**config.mk**
```make
export PLATFORM = sky130hd
export DESIGN_NAME = board_store
export DESIGN_NICKNAME = d
export VERILOG_FILES = /design/src/rtl/board_store.sv
export SDC_FILE = /design/constraint.sdc
export NUM_CORES = 1
export LEC_CHECK = 0
export CAP_MARGIN = 15
export CORE_MARGIN = 5
export CORE_UTILIZATION = 50
export CTS_CLUSTER_SIZE = 16
export DETAILED_ROUTE_END_ITERATION = 8
export PLACE_DENSITY = 0.78
export SLEW_MARGIN = 20
export SYNTH_ARGS = -nofsm -noshare
export SYNTH_HDL_FRONTEND = slang
export SYNTH_SLANG_ARGS = --single-unit
```
**constraint.sdc**
```tcl
create_clock -name CLOCK_50 -period 7.5 [get_ports CLOCK_50]
set_input_delay 2.25 -clock CLOCK_50 [delete_from_list [all_inputs] [get_ports CLOCK_50]]
set_output_delay 2.25 -clock CLOCK_50 [all_outputs]
set_load 0.02 [all_outputs]
```
**src/rtl/board_store.sv**
```systemverilog
// rtl/board_store.sv - 10x20 playfield occupancy store with collision/VGA reads and full-row clear engine
// Rows are COLS-bit registers; the clear engine scans bottom-up and shifts everything above a full row down.
module board_store #(
  parameter int COLS = 10,
  parameter int ROWS = 20
) (
  input  logic       CLOCK_50,
  input  logic       resetn,
  input  logic [3:0] board_rx,
  input  logic [4:0] board_ry,
  output logic       board_rdata,
  input  logic       board_we,
  input  logic [3:0] board_wx,
  input  logic [4:0] board_wy,
  input  logic       board_wdata,
  input  logic       wipe,
  input  logic       clear_start,
  output logic       clear_busy,
  output logic       clear_done,
  output logic [4:0] lines_cleared,
  input  logic [3:0] vga_x,
  input  logic [4:0] vga_y,
  output logic       vga_cell,
  output logic       top_occupied
);

  localparam logic [1:0] C_IDLE  = 2'd0;
  localparam logic [1:0] C_SCAN  = 2'd1;
  localparam logic [1:0] C_SHIFT = 2'd2;
  localparam logic [1:0] C_DONE  = 2'd3;

  logic [COLS-1:0] rows_q [ROWS];
  logic [COLS-1:0] rows_d [ROWS];
  logic [1:0]      state_q, state_d;
  logic [4:0]      r_q, r_d;
  logic [4:0]      cnt_q, cnt_d;
  logic [4:0]      lines_q, lines_d;
  logic            vga_q, vga_d;
  logic            rd_ok, wr_ok, vga_ok;

  assign rd_ok  = (int'(board_rx) < COLS) && (int'(board_ry) < ROWS);
  assign wr_ok  = (int'(board_wx) < COLS) && (int'(board_wy) < ROWS);
  assign vga_ok = (int'(vga_x) < COLS) && (int'(vga_y) < ROWS);

  // Off-board collision reads look like walls to the game FSM.
  assign board_rdata   = rd_ok ? rows_q[board_ry][board_rx] : 1'b1;
  assign clear_busy    = (state_q != C_IDLE);
  assign clear_done    = (state_q == C_DONE);
  assign lines_cleared = lines_q;
  assign vga_cell      = vga_q;
  assign top_occupied  = |rows_q[0];

  always_comb begin
    state_d = state_q;
    r_d     = r_q;
    cnt_d   = cnt_q;
    lines_d = lines_q;
    case (state_q)
      C_IDLE: begin
        if (clear_start) begin
          r_d     = 5'(ROWS - 1);
          cnt_d   = '0;
          state_d = C_SCAN;
        end
      end
      C_SCAN: begin
        if (&rows_q[r_q]) begin
          state_d = C_SHIFT;
        end else if (r_q == '0) begin
          state_d = C_DONE;
        end else begin
          r_d = r_q - 5'd1;
        end
      end
      C_SHIFT: begin
        if (cnt_q != 5'(ROWS)) begin
          cnt_d = cnt_q + 5'd1;
        end
        state_d = C_SCAN;
      end
      default: begin
        lines_d = cnt_q;
        state_d = C_IDLE;
      end
    endcase
    if (wipe) begin
      state_d = C_IDLE;
    end
  end

  always_comb begin
    rows_d = rows_q;
    if (wipe) begin
      for (int y = 0; y < ROWS; y++) begin
        rows_d[y] = '0;
      end
    end else if (state_q == C_SHIFT) begin
      // The same r is rescanned next cycle, so stacked full rows are each caught.
      for (int y = 0; y < ROWS; y++) begin
        if (y == 0) begin
          rows_d[y] = '0;
        end else if (y <= int'(r_q)) begin
          rows_d[y] = rows_q[y-1];
        end
      end
    end else if (board_we && wr_ok && !clear_busy) begin
      rows_d[board_wy][board_wx] = board_wdata;
    end
  end

  assign vga_d = vga_ok ? rows_q[vga_y][vga_x] : 1'b0;

  always_ff @(posedge CLOCK_50 or negedge resetn) begin
    if (!resetn) begin
      rows_q  <= '{default: '0};
      state_q <= C_IDLE;
      r_q     <= '0;
      cnt_q   <= '0;
      lines_q <= '0;
      vga_q   <= 1'b0;
    end else begin
      rows_q  <= rows_d;
      state_q <= state_d;
      r_q     <= r_d;
      cnt_q   <= cnt_d;
      lines_q <= lines_d;
      vga_q   <= vga_d;
    end
  end

endmodule

```
==> flow_summary.json <==
{
  "path_buf_inv": 3,
  "r2r_start": "r_q[0]",
  "gp_congestion": 1.06,
  "crit_family": "multiplexers",
  "ys_async_sr_fraction_pct": 100,
  "dp_hpwl_mm": 42.6,
  "postCtsResizedCells": 0,
  "synth.distinct_cells": 81,
  "power_per_cell_area_nw_per_um2": 214,
  "final_nets": 1899,
  "stdcell_area_um2": 18300,
  "clk_pin_slew_worst_paths_ns": 0.06,
  "setup_violations": 0,
  "clk_latency_ns": 0.56,
  "fillers": 2928,
  "start_util_pct": 50.3,
  "rows": 67,
  "fmax_mhz": 137,
  "max_stage_delay_ns": 0.56,
  "htreeDepth": 1,
  "grt_max_degree": 125,
  "drc": 0,
  "finalClockSkew_ns": 0.0211,
  "synth_area_um2": 16700,
  "startpoint": "board_ry[0]",
  "grt_setup_unrepaired": "false",
  "endpoint": "board_rdata",
  "routed_wirelength_mm": 62.8,
  "die-area_um2": 37200,
  "setup_slack_ns": 0.188,
  "initialDrtViolationCount": 2669,
  "postCtsHoldBufs": 0,
  "hp-class": "reg2reg",
  "cts.sinks": 218,
  "drive_above_1_share_pct": 14.1,
  "port_buffers": 42,
  "grt_pass1_wl_mm": 95.8,
  "cts_tree": "yes",
  "avgSynthCellArea_um2": 8.74,
  "syn-instance-count": 1915,
  "cp_slowest_cell": "clkdlybuf4s50_1",
  "min_period_over_period_pct": 97.5,
  "root_buffer": "clkbuf_16",
  "cts_made_buffers": 26,
  "hold_viol": 0,
  "r2r_end": "r_q[4]",
  "yosys_warnings": 0,
  "critPathMostFrequentCell": "mux4_2",
  "cts_setup_buffers": 0,
  "fin_util_pct": 54.9,
  "grt_overflow": 0,
  "antenna_found_initial": 1,
  "outcome": "finished, final reports clean",
  "syn_nets": 1955,
  "power.total_mw": 3.91,
  "grt_pass1_vias": 16000,
  "post-place-ws_ns": 0.211,
  "rrSetupSlack_ns": 3.53,
  "worstPathArrival_ns": 5.06,
  "drv_cap": 0,
  "clockBufferDepth": 3,
  "core_um2": 33300,
  "ys_ff_latch": 218,
  "path_max_fanout": 24,
  "avgRoutedWirePerCell_um": 27.0,
  "first_pass_iters": 7,
  "die_w_um": 193,
  "post_dp_cell_area_um2": 17400,
  "p_leak_nw": 7.12,
  "tightest_slew_ns": 1.25,
  "r2r_cells": 9,
  "required_ns": 5.25,
  "placed_cells": 2278,
  "n_antenna_cell": 0,
  "die_h_um": 193,
  "io_pins": 43,
  "yosysSeqAreaShare_pct": 32.6,
  "cp_cell_sequence": "buf_2 > buf_12 > mux4_2 > mux4_2 > mux2i_1 > o221ai_1 > o211ai_1 > nand3_1 > clkdlybuf4s50_1",
  "max_slew_margin_pct": 16.4,
  "path_class": "in2out",
  "finalSetupTns_ns": 0,
  "period_needed_ns": 7.31,
  "ir_worst_vdd_mv": 0.166,
  "cp.depth": 9,
  "grt_util_all_layers_pct": 33.1,
  "timing.hold.ws_ns": 0.489,
  "worstSetupEndpointType": "output pin",
  "synth_edf_count": 0,
  "final_antenna_net_count": 0,
  "vias": 16800,
  "stdcell_count": 2324,
  "area_growth_pct": 9.15,
  "slew_violations": 0,
  "synth-main-ff-cell": "dfrtp_1",
  "viasPerCell": 7.23,
  "start_kind": "input port"
}
-- cell usage after synthesis (4+ instances only) --
master | count | share of area [%]
a21oi_1 | 488 | 15
nor2_1 | 366 | 8.2
dfrtp_1 | 218 | 33
mux4_2 | 128 | 17
clkbuf_1 | 122 | 2.7
nand2_1 | 72 | 1.6
o21ai_0 | 68 | 2.0
a22oi_1 | 61 | 2.7
mux2i_1 | 50 | 3.0
o31ai_1 | 41 | 1.8
buf_2 | 26 | 0.78
nand3_1 | 20 | 0.60
nand2b_1 | 15 | 0.56
nor3_1 | 15 | 0.45
mux2_2 | 12 | 0.81
and3_1 | 11 | 0.41
inv_1 | 10 | 0.22
mux2_1 | 10 | 0.67
nor2b_1 | 9 | 0.34
o211ai_1 | 9 | 0.40
o21ai_1 | 9 | 0.27
o22ai_1 | 9 | 0.34
a32oi_1 | 8 | 0.42
buf_1 | 8 | 0.18
o221ai_1 | 8 | 0.42
buf_6 | 7 | 0.47
ha_1 | 7 | 0.52
buf_4 | 6 | 0.27
nor4_1 | 6 | 0.22
a211oi_1 | 5 | 0.22
a31oi_1 | 5 | 0.19
a21o_1 | 4 | 0.18
a221oi_1 | 4 | 0.21
a2bb2oi_1 | 4 | 0.21
and2_1 | 4 | 0.15
nand3b_1 | 4 | 0.18
o2bb2ai_1 | 4 | 0.21
-- worst min-delay path by stage --
stage / end / slack (ns) / cells after the start / from
finish: lines_cleared[1] / 0.49 / 2 / lines_cleared[1]
floorplan: rows_q[0] / 0.50 / 2 / rows_q[0]
CTS: lines_cleared[1] / 0.49 / 2 / lines_cleared[1]
global placement: lines_cleared[0] / 0.46 / 2 / lines_cleared[0]
detailed placement: lines_cleared[1] / 0.48 / 2 / lines_cleared[1]
global route: lines_cleared[0] / 0.53 / 2 / lines_cleared[0]
-- layout by cell type (no fill, tap or decap), types with 12 or more instances in the layout --
| cell | synthesis | final |
|---|---|---|
| clkbuf_16 | 0 | 27 |
| nor2_1 | 366 | 363 |
| nand2b_1 | 15 | 15 |
| mux2_2 | 12 | 12 |
| mux2i_1 | 50 | 50 |
| mux4_2 | 128 | 128 |
| nand2_1 | 72 | 72 |
| dfrtp_1 | 218 | 216 |
| buf_4 | 6 | 45 |
| a21oi_1 | 488 | 488 |
| o31ai_1 | 41 | 41 |
| a22oi_1 | 61 | 61 |
| clkdlybuf4s50_1 | 0 | 37 |
| nand3_1 | 20 | 20 |
| o21ai_0 | 68 | 68 |
-- metal layers --
metal	track usage, %	vias to the layer above	part of all wire [%]
met1	44.7	7950	36
met4	16.7	2	6.5
met3	10.5	315	15
met5	0	-	0.021
li1	-	7055	-
met2	48.2	1482	42
-- area by class of cell --
| cell class | instances | area, um2 | area share, % |
|---|---|---|---|
| inverters | 14 | 52.6 | 0.288 |
| flip-flops and latches | 218 | 5460 | 29.9 |
| well taps | 448 | 561 | 3.07 |
| repair buffers | 92 | 851 | 4.66 |
| multi-input cells | 1507 | 10500 | 57.3 |
| clock inverters | 5 | 125 | 0.685 |
| clock buffers | 40 | 754 | 4.13 |
-- sequential cells by signal (all words and copies together) (netlist names) --
| register | count |
|---|---|
| cnt_q | 5 |
| lines_cleared | 5 |
| r_q | 5 |
| rows_q | 200 |
| state_q | 2 |
| vga_cell | 1 |
-- power breakdown --
| part | internal [mW] | switching, mW |
|---|---|---|
| sequential | 1.32 | 0.275 |
| combinational | 0.446 | 0.527 |
| clock | 0.822 | 0.523 |
-- worst register-to-register path, cell delays in order, from the launching register on --
cell and delay [ns]:
dfrtp_2 0.77, buf_4 0.63, nor2b_1 0.38, a22oi_1 0.15, o221ai_1 0.25, o2111ai_1 0.17, a222oi_1 0.85, o211ai_2 0.30
and4_4 0.27, o21ai_1 0.12
-- kinds of logic after synthesis --
group                    share of synthesized area, %
XOR/XNOR                                        0.105
buffers and inverters                            5.36
AO/OA/AOI/OAI                                    26.1
AND/OR/NAND/NOR                                  13.7
adder cells (fa/ha/maj)                         0.523
multiplexers                                     21.7
flip-flops                                       32.6
Note: power is estimated with default switching activity, not from simulation.
